[src/rtl/axi_chan_framer.sv]
// Tags AXI-stream beats with a channel index and regenerates tlast at the programmed frame length.
// Latency 1 cycle into an empty 2-entry skid buffer; input ready is the registered buffer-not-full flag.
// Optional err_cnt port with AXI_CHAN_FRAMER_ERR_CNT_EN.
module axi_chan_framer #(
    parameter int DATA_WIDTH  = 32,
    parameter int TUSER_WIDTH = 8,
    parameter int CHAN_WIDTH  = 8
) (
    input  logic                   clk,
    input  logic                   async_reset_n,
    input  logic                   enable,
    input  logic [CHAN_WIDTH-1:0]  num_chans_m1,
    input  logic                   s_axis_tvalid,
    input  logic [DATA_WIDTH-1:0]  s_axis_tdata,
    input  logic                   s_axis_tlast,
    output logic                   s_axis_tready,
    output logic                   m_axis_tvalid,
    output logic [DATA_WIDTH-1:0]  m_axis_tdata,
    output logic [TUSER_WIDTH-1:0] m_axis_tuser,
    output logic                   m_axis_tlast,
    input  logic                   m_axis_tready,
    output logic                   locked
`ifdef AXI_CHAN_FRAMER_ERR_CNT_EN
    ,
    output logic [15:0]            err_cnt
`endif
);

    typedef enum logic [1:0] {IDLE, SYNC, RUN} state_t;

    typedef struct packed {
        logic [DATA_WIDTH-1:0]  tdata;
        logic [TUSER_WIDTH-1:0] tuser;
        logic                   tlast;
    } beat_t;

    state_t                 state_q, state_d;
    logic [CHAN_WIDTH-1:0]  len_q;
    logic [CHAN_WIDTH-1:0]  chan_q, chan_d;
    logic [TUSER_WIDTH-1:0] tuser_c;
    beat_t                  head_q, tail_q, push_beat;
    logic [1:0]             cnt_q, cnt_d;
    logic                   rdy_q;
    logic                   accept, push, pop, start, tlast_c, misalign;

    generate
        if (TUSER_WIDTH > CHAN_WIDTH) begin : g_ext
            assign tuser_c = {{(TUSER_WIDTH-CHAN_WIDTH){1'b0}}, chan_q};
        end else if (TUSER_WIDTH == CHAN_WIDTH) begin : g_eq
            assign tuser_c = chan_q;
        end else begin : g_trunc
            assign tuser_c = chan_q[TUSER_WIDTH-1:0];
        end
    endgenerate

    assign s_axis_tready = (state_q == SYNC) || ((state_q == RUN) && rdy_q);
    assign accept        = s_axis_tvalid && s_axis_tready;
    assign push          = accept && (state_q == RUN);
    assign pop           = m_axis_tvalid && m_axis_tready;
    assign start         = (state_q == IDLE) && enable;
    assign tlast_c       = (chan_q == len_q);
    assign misalign      = push && (s_axis_tlast != tlast_c);
    assign push_beat     = '{tdata: s_axis_tdata, tuser: tuser_c, tlast: tlast_c};
    assign locked        = (state_q == RUN);

    always_comb begin
        state_d = state_q;
        chan_d  = chan_q;
        case (state_q)
            IDLE: if (enable) state_d = SYNC;
            SYNC: begin
                // Losing enable outranks a frame-end seen in the same cycle.
                if (!enable) begin
                    state_d = IDLE;
                end else if (accept && s_axis_tlast) begin
                    state_d = RUN;
                    chan_d  = '0;
                end
            end
            RUN: begin
                if (push) begin
                    // Upstream tlast forces realignment even when the count disagrees.
                    chan_d = (tlast_c || s_axis_tlast) ? '0 : chan_q + 1'b1;
                    if (!enable && tlast_c) state_d = IDLE;
                end
            end
            default: state_d = IDLE;
        endcase
    end

    always_comb begin
        cnt_d = cnt_q;
        case ({push, pop})
            2'b10:   cnt_d = cnt_q + 2'd1;
            2'b01:   cnt_d = cnt_q - 2'd1;
            default: cnt_d = cnt_q;
        endcase
    end

    always_ff @(posedge clk or negedge async_reset_n) begin
        if (!async_reset_n) begin
            state_q <= IDLE;
            len_q   <= '0;
            chan_q  <= '0;
        end else begin
            state_q <= state_d;
            chan_q  <= chan_d;
            if (start) len_q <= num_chans_m1;
        end
    end

    // head_q is the output register; tail_q only holds a beat while head_q is stalled.
    always_ff @(posedge clk or negedge async_reset_n) begin
        if (!async_reset_n) begin
            head_q <= '0;
            tail_q <= '0;
            cnt_q  <= 2'd0;
            rdy_q  <= 1'b1;
        end else begin
            cnt_q <= cnt_d;
            rdy_q <= (cnt_d != 2'd2);
            case ({push, pop})
                2'b10: begin
                    if (cnt_q == 2'd0) head_q <= push_beat;
                    else               tail_q <= push_beat;
                end
                2'b01: head_q <= tail_q;
                2'b11: begin
                    if (cnt_q == 2'd1) begin
                        head_q <= push_beat;
                    end else begin
                        head_q <= tail_q;
                        tail_q <= push_beat;
                    end
                end
                default: ;
            endcase
        end
    end

    assign m_axis_tvalid = (cnt_q != 2'd0);
    assign m_axis_tdata  = head_q.tdata;
    assign m_axis_tuser  = head_q.tuser;
    assign m_axis_tlast  = head_q.tlast;

`ifdef AXI_CHAN_FRAMER_ERR_CNT_EN
    always_ff @(posedge clk or negedge async_reset_n) begin
        if (!async_reset_n) begin
            err_cnt <= 16'd0;
        end else if (start) begin
            err_cnt <= 16'd0;
        end else if (misalign && (err_cnt != 16'hFFFF)) begin
            err_cnt <= err_cnt + 16'd1;
        end
    end
`endif

endmodule

[config.mk]
export PLATFORM = sky130hd
export DESIGN_NAME = axi_chan_framer
export DESIGN_NICKNAME = d
export VERILOG_FILES = /design/src/rtl/axi_chan_framer.sv
export SDC_FILE = /design/constraint.sdc
export NUM_CORES = 1
export LEC_CHECK = 0
export CAP_MARGIN = 20
export CORE_AREA = 3 3 96 107
export CTS_BUF_LIST = sky130_fd_sc_hd__clkbuf_16
export DETAILED_ROUTE_END_ITERATION = 16
export DIE_AREA = 0 0 99 110
export GPL_TIMING_DRIVEN = 0
export PLACE_DENSITY_LB_ADDON = 0.25
export REMOVE_ABC_BUFFERS = 1
export SLEW_MARGIN = 20
export SYNTH_ARGS = -nofsm -noshare
export SYNTH_HDL_FRONTEND = slang
export SYNTH_SLANG_ARGS = --single-unit
[constraint.sdc]
create_clock -name clk -period 3.2 [get_ports clk]
set_clock_uncertainty 0.1 [all_clocks]
set_input_delay 0.8 -clock clk [delete_from_list [all_inputs] [get_ports clk]]
set_output_delay 0.8 -clock clk [all_outputs]
set_load 0.01 [all_outputs]
==> flow_summary_export.csv <==
group,metric,value,unit
cts,numCtsBuffers,9,
synthesis,yosys_warnings,0,
routing,detailedRoute.firstIterationViolations,145,
global_routing,grt_antenna_before_repair,0,
timing,timing.fmax,0.343,GHz
timing,timing.final.crit_period,2.92,ns
synthesis,syn-instance-count,398,
worst_setup_path,cp_data_required_time,3.34,ns
placement,detailedPlace.worstSlack,-0.255,ns
routing,routed_via_density,5.46,
timing,slew-limit-headroom,0.473,
floorplan,die_width,99,µm
cells_and_area,final_util,0.643,
floorplan,floorplan.rows,37,
floorplan,ios,90,
global_routing,global_route.usage.met1,0.220,
cells_and_area,flow.area_growth_from_synthesis,31.1,%
cells_and_area,layout-drive-gt1-share,0.169,
cts,clk_path_buf_depth,2,
global_routing,grt_pass1_wl,15700,µm
worst_setup_path,critical_path_class,"in -> reg",
floorplan,dieArea,10900,µm²
cts,clkLatencyLatePin,0.34,ns
cts,cts.sinks,103,
floorplan,chipHeight,110,µm
timing,period_share,0.912,
cts,hold_buffers,0,
routing,route.final.wire_length,9460,µm
cts,cts.root.buffer_cell,"sky130_fd_sc_hd__clkbuf_16",
worst_setup_path,critical_path.cell_chain,"clkdlybuf4s50_1, nand3_1, inv_1, ha_1, nor2b_1, nor2_1, nor2_4, buf_16, a22oi_1, o21ai_0",
synthesis,synthArstFlopShare,1.00,
synthesis,ys_seq_area_frac,0.565,
global_routing,grt_pass1_vias,3282,
cts,tritoncts,"yes",
placement,hpwl,6560,µm
run_status,status,"finished clean",
routing,num_vias,3284,
cts,path_clk_slew,0.07,ns
worst_setup_path,critPathCaptureType,"flip-flop",
worst_setup_path,startpoint_class_of_the_critical_path,"input pin",
global_routing,gr_ovfl_total,0,
cells_and_area,num-fill-cells,718,
placement,gp_congestion,0.816,
worst_setup_path,data_arrival_time_of_the_critical_path,3.06,ns
global_routing,groute.layer.met3.usage,0.0365,
routing,detail_route.wl_per_cell,15.7,µm
cells_and_area,diodes,0,
synthesis,synth.avg_cell_area,11.5,µm²
pwr,pwr_density_cell,831,nW/µm²
floorplan,initial_utilization,0.490,
timing,max_slew.worst_pin.slew,0.789,ns
pwr,max-vdd-ir-drop,0.353,mV
routing,route.detailed.drc,0,
global_routing,grt_start_max_net_pins,61,
worst_setup_path,cp_slowest_stage_delay,0.56,ns
synthesis,netlist_area,4560,µm²
placement,portBuffers,89,
routing,drt_pre_antenna_iters,5,
global_routing,grt_overall_usage,0.181,
synthesis,count_of_flip_flops_with_a_built_in_enable_after_synthesis,0,
floorplan,core_area,9310,µm²
global_routing,busiest_layer,"met2",
cells_and_area,final_net_count,534,
synthesis,synth.ff_latch_count,103,
timing,timing.final.hold_violations,0,
global_routing,groute.layer.met2.usage,0.324,
routing,ant_nets,0,
job,cap_viol_max_count,0,
synthesis,synth_flop_cell,"sky130_fd_sc_hd__dfrtp_1",
cts,htree_num_levels,3,
worst_setup_path,crit_path_max_fanout,28,
synthesis,count_of_different_cell_masters_after_synthesis,40,
timing,grt_setup_unrepaired,"no",
pwr,p_leak,0.00259,µW
timing,whs,0.266,ns
timing,timing.final.ws_setup,0.282,ns
timing,drv_slew,0,
timing,report.final.setup_viol,0,
worst_hold_path,worstHoldPathType,"in -> async",
worst_setup_path,crit_slowest_cell,"sky130_fd_sc_hd__clkdlybuf4s50_1",
cells by family after synthesis:
logic type	after synthesis	synth area share
AOI/OAI and AO/OA	105	0.144
DFF	103	0.565
and+or+nand+nor	91	0.0957
muxes	51	0.125
buffers and inverters	33	0.0337
xor gates and xnor gates	8	0.0170
adders and majority gates	7	0.0192
worst max-delay path: cells and delay by family:
kind / cells / cell delay [ns]
AND/OR/NAND/NOR: 4 / 0.77
buffers and inverters: 3 / 0.95
adder cells (fa/ha/maj): 1 / 0.22
AO/OA/AOI/OAI: 2 / 0.30
per-layer routing:
metal | part of all wire | vias up
li1 | - | 1579
met1 | 0.43 | 1615
met5 | 0 | -
met2 | 0.52 | 83
met4 | 0.0090 | 0
met3 | 0.045 | 7
flip-flops by register name, summed over array words and instances (netlist names):
signal / cells
m_axis_tdata: 32
tail_q: 41
rdy_q: 1
cnt_q: 2
state_q: 2
len_q: 8
m_axis_tlast: 1
m_axis_tuser: 8
chan_q: 8
power by group:
| group | internal [µW] | switching [µW] |
|---|---|---|
| sequential | 1800 | 279 |
| clock | 595 | 455 |
| combinational | 1010 | 828 |
| total | 3410 | 1560 |
cells in the mapped netlist (3+ instances only):
master	number	area share
sky130_fd_sc_hd__clkbuf_1	9	0.0074
sky130_fd_sc_hd__o21ai_1	11	0.012
sky130_fd_sc_hd__nand3_1	5	0.0055
sky130_fd_sc_hd__buf_2	10	0.011
sky130_fd_sc_hd__ha_1	7	0.019
sky130_fd_sc_hd__nand2b_1	6	0.0082
sky130_fd_sc_hd__xor2_1	7	0.013
sky130_fd_sc_hd__o21ai_0	42	0.046
sky130_fd_sc_hd__nand2_1	59	0.049
sky130_fd_sc_hd__inv_1	7	0.0058
sky130_fd_sc_hd__a22oi_1	40	0.066
sky130_fd_sc_hd__buf_1	3	0.0025
sky130_fd_sc_hd__mux2_2	49	0.12
sky130_fd_sc_hd__dfrtp_1	102	0.56
sky130_fd_sc_hd__nor3_1	3	0.0033
sky130_fd_sc_hd__nor2_1	6	0.0049
what timing repair did:
| action | CTS | global route |
|---|---|---|
| buffers inserted | 0 | 2 |
| gates resized for setup | 0 | 0 |
| endpoints found under the setup margin | 0 | 43 |
cell type report:
type | count | area [µm²] | share of cell area
well taps | 117 | 146 | 0.0245
multi-input cells | 262 | 1860 | 0.311
inverters | 7 | 26.3 | 0.00439
clock inverters | 6 | 55.1 | 0.00920
repair buffers | 98 | 1090 | 0.183
clock buffers | 9 | 225 | 0.0376
flip-flops and latches | 103 | 2580 | 0.431
stage by stage:
| stage | instances | instance area [µm²] | power [µW] | setup TNS, ns |
|---|---|---|---|---|
| 6_report | 602 | 5980 | 4970 | 0 |
| 2_1_floorplan | 372 | 4430 | 3060 | -29.91 |
| 4_1_cts | 600 | 5970 | 5030 | 0 |
| 5_1_grt | 602 | 5980 | 5310 | 0 |
| 3_5_place_dp | 585 | 5690 | 3960 | -10.99 |
| 3_3_place_gp | 578 | 5470 | 3760 | -433.57 |
path summary, 6_finish.rpt:
kind	cells after the start	slack, ns	from	to
setup / recovery	10	0.28	s_axis_tvalid	m_axis_tdata[6]$_DFFE_PN0P_
max in group asynchronous	2	2.09	async_reset_n	tail_q[30]$_DFFE_PN0P_
min in group clk	2	0.38	m_axis_tdata[7]$_DFFE_PN0P_	m_axis_tdata[7]$_DFFE_PN0P_
hold reg to reg	2	0.38	m_axis_tdata[7]$_DFFE_PN0P_	m_axis_tdata[7]$_DFFE_PN0P_
hold / removal	1	0.27	async_reset_n	m_axis_tdata[14]$_DFFE_PN0P_
setup reg to reg	10	0.47	cnt_q[0]$_DFF_PN0_	tail_q[16]$_DFFE_PN0P_
layout by cell type, fill, tap and decap left out, types with 9 or more instances in the layout:
cell	instances
sky130_fd_sc_hd__dfrtp_1	102
sky130_fd_sc_hd__a22oi_1	40
sky130_fd_sc_hd__nand2_1	58
sky130_fd_sc_hd__o21ai_1	10
sky130_fd_sc_hd__mux2_2	49
sky130_fd_sc_hd__clkbuf_16	9
sky130_fd_sc_hd__o21ai_0	42
sky130_fd_sc_hd__inv_1	10
sky130_fd_sc_hd__clkdlybuf4s50_1	88
(Power assumes the default switching activity.)
